## config.mk

```make
export PLATFORM = sky130hd
export DESIGN_NAME = rr_arb8
export DESIGN_NICKNAME = d
export VERILOG_FILES = /design/src/rtl/rr_arb8.sv
export SDC_FILE = /design/constraint.sdc
export NUM_CORES = 1
export LEC_CHECK = 0
export CORE_AREA = 2 2 95 97
export DETAILED_ROUTE_END_ITERATION = 12
export DIE_AREA = 0 0 97 99
export RECOVER_POWER = 100
export SLEW_MARGIN = 20
export SYNTH_ARGS = -nofsm -noshare
export SYNTH_HDL_FRONTEND = slang
export SYNTH_SLANG_ARGS = --single-unit
```

## constraint.sdc

```tcl
create_clock -name clk -period 7.4 [get_ports clk]
set_input_delay 0.74 -clock clk [delete_from_list [all_inputs] [get_ports clk]]
set_output_delay 0.74 -clock clk [all_outputs]
set_load 0.03 [all_outputs]
```

## src/rtl/rr_arb8.sv

```systemverilog
// Eight-way round-robin packet arbiter with per-tenure burst limit and no-bubble re-arbitration.
// Optional sticky select/protocol checker enabled by RR_ARB8_ONEHOT_CHECK_EN.
module rr_arb8 #(
  parameter int BURST_MAX = 16
) (
  input  logic       clk,
  input  logic       rst,
  input  logic [7:0] req,
  input  logic [7:0] last,
  input  logic       ready,
  output logic [7:0] sel,
  output logic       out_valid,
  output logic [7:0] ack,
  output logic       sel_err
);

  typedef enum logic {IDLE, GRANT} state_e;

  state_e     state_q;
  logic [7:0] sel_q;
  logic [2:0] ptr_q;
  logic [7:0] cnt_q;

  logic [2:0] g;
  logic       req_g;
  logic       xfer;
  logic       tenure_end;
  logic [2:0] ptr_d;
  logic [7:0] pick_d;
  logic [2:0] idx;

  always_comb begin
    g = '0;
    for (int i = 0; i < 8; i++)
      if (sel_q[i]) g = 3'(i);
  end

  assign req_g      = |(req & sel_q);
  assign out_valid  = (state_q == GRANT) && req_g;
  assign xfer       = out_valid && ready;
  assign ack        = xfer ? sel_q : 8'h00;
  assign tenure_end = xfer && ((|(last & sel_q)) || (cnt_q == 8'(BURST_MAX - 1)));
  assign ptr_d      = tenure_end ? g + 3'd1 : ptr_q;
  assign sel        = sel_q;

  // Scan downward so the candidate closest to ptr_d is the last one written.
  always_comb begin
    pick_d = '0;
    idx    = '0;
    for (int i = 7; i >= 0; i--) begin
      idx = ptr_d + 3'(i);
      if (req[idx]) begin
        pick_d      = '0;
        pick_d[idx] = 1'b1;
      end
    end
  end

  always_ff @(posedge clk) begin
    if (rst) begin
      state_q <= IDLE;
      sel_q   <= '0;
      ptr_q   <= '0;
      cnt_q   <= '0;
    end else begin
      case (state_q)
        IDLE: begin
          if (|req) begin
            state_q <= GRANT;
            sel_q   <= pick_d;
            cnt_q   <= '0;
          end
        end
        GRANT: begin
          if (tenure_end) begin
            ptr_q <= ptr_d;
            cnt_q <= '0;
            if (|req) begin
              sel_q <= pick_d;
            end else begin
              state_q <= IDLE;
              sel_q   <= '0;
            end
          end else if (xfer) begin
            cnt_q <= cnt_q + 8'd1;
          end
        end
        default: begin
          state_q <= IDLE;
          sel_q   <= '0;
        end
      endcase
    end
  end

`ifdef RR_ARB8_ONEHOT_CHECK_EN
  logic sel_err_q;

  // A granted requester may only drop req after its last beat, which always ends the tenure.
  always_ff @(posedge clk) begin
    if (rst)
      sel_err_q <= 1'b0;
    else if (((sel_q & (sel_q - 8'd1)) != 8'h00) || ((state_q == GRANT) && !req_g))
      sel_err_q <= 1'b1;
  end

  assign sel_err = sel_err_q;
`else
  assign sel_err = 1'b0;
`endif

endmodule

```

==> reports/metrics.yaml <==
status: "finished with violations"
failed_checks: "capacitance limit, slew limit"
path_cells: "dlygate4sd3_1, a22oi_1, nand2_1, o211ai_4, a21oi_2, mux2i_1, inv_2, xnor2_1, mux4_2, a21oi_1, a311oi_2, o31ai_1, a211oi_2"
grt_pass1_wl_um: 13000
finalNonFillerCells: 454
reg2reg_from: "sel[6]"
power_density_nw_per_um2: 221
setup_viol: 0
clock.fmax_mhz: 167
drcViolationCount: 0
peakVddDrop_uv: 102
crit_family: "multiplexers"
ant_nets: 0
path_class: "input pin to flop"
critPathMaxFanout: 15
dr_total_vias: 2677
avgSynthCellArea_sq_um: 7.72
postCtsSetupBuffers: 0
ys_types: 68
hold_path_class: "flop to flop"
timing.final.crit_share_pct: 80.9
cp.required_ns: 7.52
fin_setup_tns_ns: 0
yosysWarningCount: 0
cts.hold.buffers_added: 0
finClkSkew_ns: 0.00948
cts_tree: "built"
die_h_um: 99
grt_max_degree: 26
die_width_um: 97
root_buffer: "clkbuf_8"
critPathLaunchType: "input pin"
power_uw: 655
start_util_pct: 29.6
syn_area_sq_um: 2530
firstDrtPassIters: 5
hold_viol: 0
ios: 37
synthCells: 328
finalMaxSlewViolations: 16
numClockSinks: 20
core_sq_um: 8550
yosysSeqAreaShare_pct: 15.8
synthArstFlopShare_pct: 0
min_from: "cnt_q[3]"
n_fill_cell: 910
cts_max_level: 1
maxCapViolCount: 1
antenna_cells: 0
grt-ovfl-total: 0
drive_gt1_share_pct: 9.25
detail_route.iter0.violations: 258
final_common_cell: "nor2_1"
clk_path_buf_depth: 2
dp_cells: 450
crit_start: "req[0]"
synth_nets: 354
rows: 34
area_growth_pct: 16.8
track_usage_pct: 16.3
fin_nets: 373
crit_buf_inv: 2
critPathCaptureType: "flop"
gp_congestion: 0.982
slew_headroom_pct: -10.1
rsz0062_at_grt: "no"
wl_per_cell_um: 17.8
dp_hpwl_um: 6010
slowest_delay_ns: 1.30
io_buffers: 35
synth_edf_count: 0
grt_pass1_vias: 2472
tightest_slew_ns: 1.61
cp_slowest_cell: "mux2i_1"
clkLatencyLatePin_ns: 0.26
cts_buffers: 3
synth_ff_type: "dfxtp_1"
min_period_ns: 5.98
leakage_nw: 1.14
drt_wl_total_um: 8090
clkSlewWorstSetupHoldPaths_ns: 0.08
cp_data_arrival_time_ns: 6.10
viasPerCell: 5.90
postCtsResizedCells: 0
final_cell_mix: "nor2_1, nand2_1, a21oi_1, dfxtp_1, dlygate4sd3_1"
die_area_sq_um: 9600
antenna_found_initial: 0
ys_ff_latch: 20
## worst reg2reg max path, cell delays in order (launching register included)
cell and delay (ns):
dfxtp_1 0.53, inv_1 0.10, a21oi_1 0.17, o31a_1 0.19
inv_2 0.07, ha_1 0.21, xnor2_1 0.13, mux2i_1 1.23
inv_2 0.43, xnor2_1 0.79, mux4_2 0.75, a21oi_1 0.20
a311oi_2 0.07, o31ai_1 0.37, a211oi_2 0.12
## kinds of logic after synthesis
| logic type | synth area share (%) |
|---|---|
| and+or+nand+nor | 23.2 |
| AOI/OAI and AO/OA | 29.6 |
| buffers and inverters | 5.58 |
| DFF | 15.8 |
| xor gates and xnor gates | 5.43 |
| adders and majority gates | 3.46 |
| muxes | 16.7 |
| other | 0.148 |
## state kept, by name (all words and copies together) (netlist names)
| register | count |
|---|---|
| ptr_q | 3 |
| state_q | 1 |
| cnt_q | 8 |
| sel | 8 |
## per-stage QoR
step | util [%] | instance area, sq um | hold WS [ns] | setup WS (ns)
final | 34.6 | 2960 | 0.515 | 1.42
after global routing | 34.6 | 2960 | 0.547 | 0.981
after CTS | 34.8 | 2980 | 0.525 | 2.31
after detailed placement | 34.0 | 2910 | 0.504 | 2.02
after global placement | 34.0 | 2910 | 0.487 | 2.09
after floorplan | - | 2530 | 0.472 | 3.22
## power breakdown
group	internal [mW]	total, mW	leakage, nW	switching, mW
Combinational	0.153	0.407	0.937	0.254
Clock	0.0722	0.110	0.0357	0.0379
Sequential	0.117	0.137	0.163	0.0204
Total	0.342	0.655	1.14	0.313
## cell type report
cell class	instances	area, sq um	share of cell area [%]
Clock buffer	3	41.3	1.40
Clock inverter	1	30.0	1.02
Inverter	8	30.0	1.02
Multi-Input combinational cell	279	1970	66.6
Sequential cell	20	400	13.5
Tap cell	108	135	4.57
Timing Repair Buffer	35	350	11.8
## per-layer routing
metal  vias to the layer above  routed length, um  global-route usage, %
li1                       1279                  -                      -
met5                         -                  0                      0
met2                       157               3600                   26.7
met4                         0                133                   3.90
met3                        18                646                   2.34
met1                      1223               3720                   22.9
## Yosys cell counts, types with 8 or more instances
library cell | n | area share (%)
nor2_1 | 46 | 6.8
nand2_1 | 28 | 4.2
a21oi_1 | 20 | 4.0
dfxtp_1 | 20 | 16
mux2i_1 | 14 | 5.5
a211oi_1 | 13 | 3.9
nand3_1 | 12 | 2.4
a22oi_1 | 11 | 3.3
clkbuf_1 | 11 | 1.6
and2_1 | 9 | 2.2
o21ai_0 | 9 | 1.8
mux2_2 | 8 | 3.6
## path summary, 6_finish.rpt
path              slack [ns]  endpoint  cells after the start
hold / removal          0.52  cnt_q[3]                      2
setup / recovery        1.42    sel[0]                     13
hold reg to reg         0.52  cnt_q[3]                      2
setup reg to reg        1.92    sel[0]                     14
Note: power is estimated with default switching activity, not from simulation.
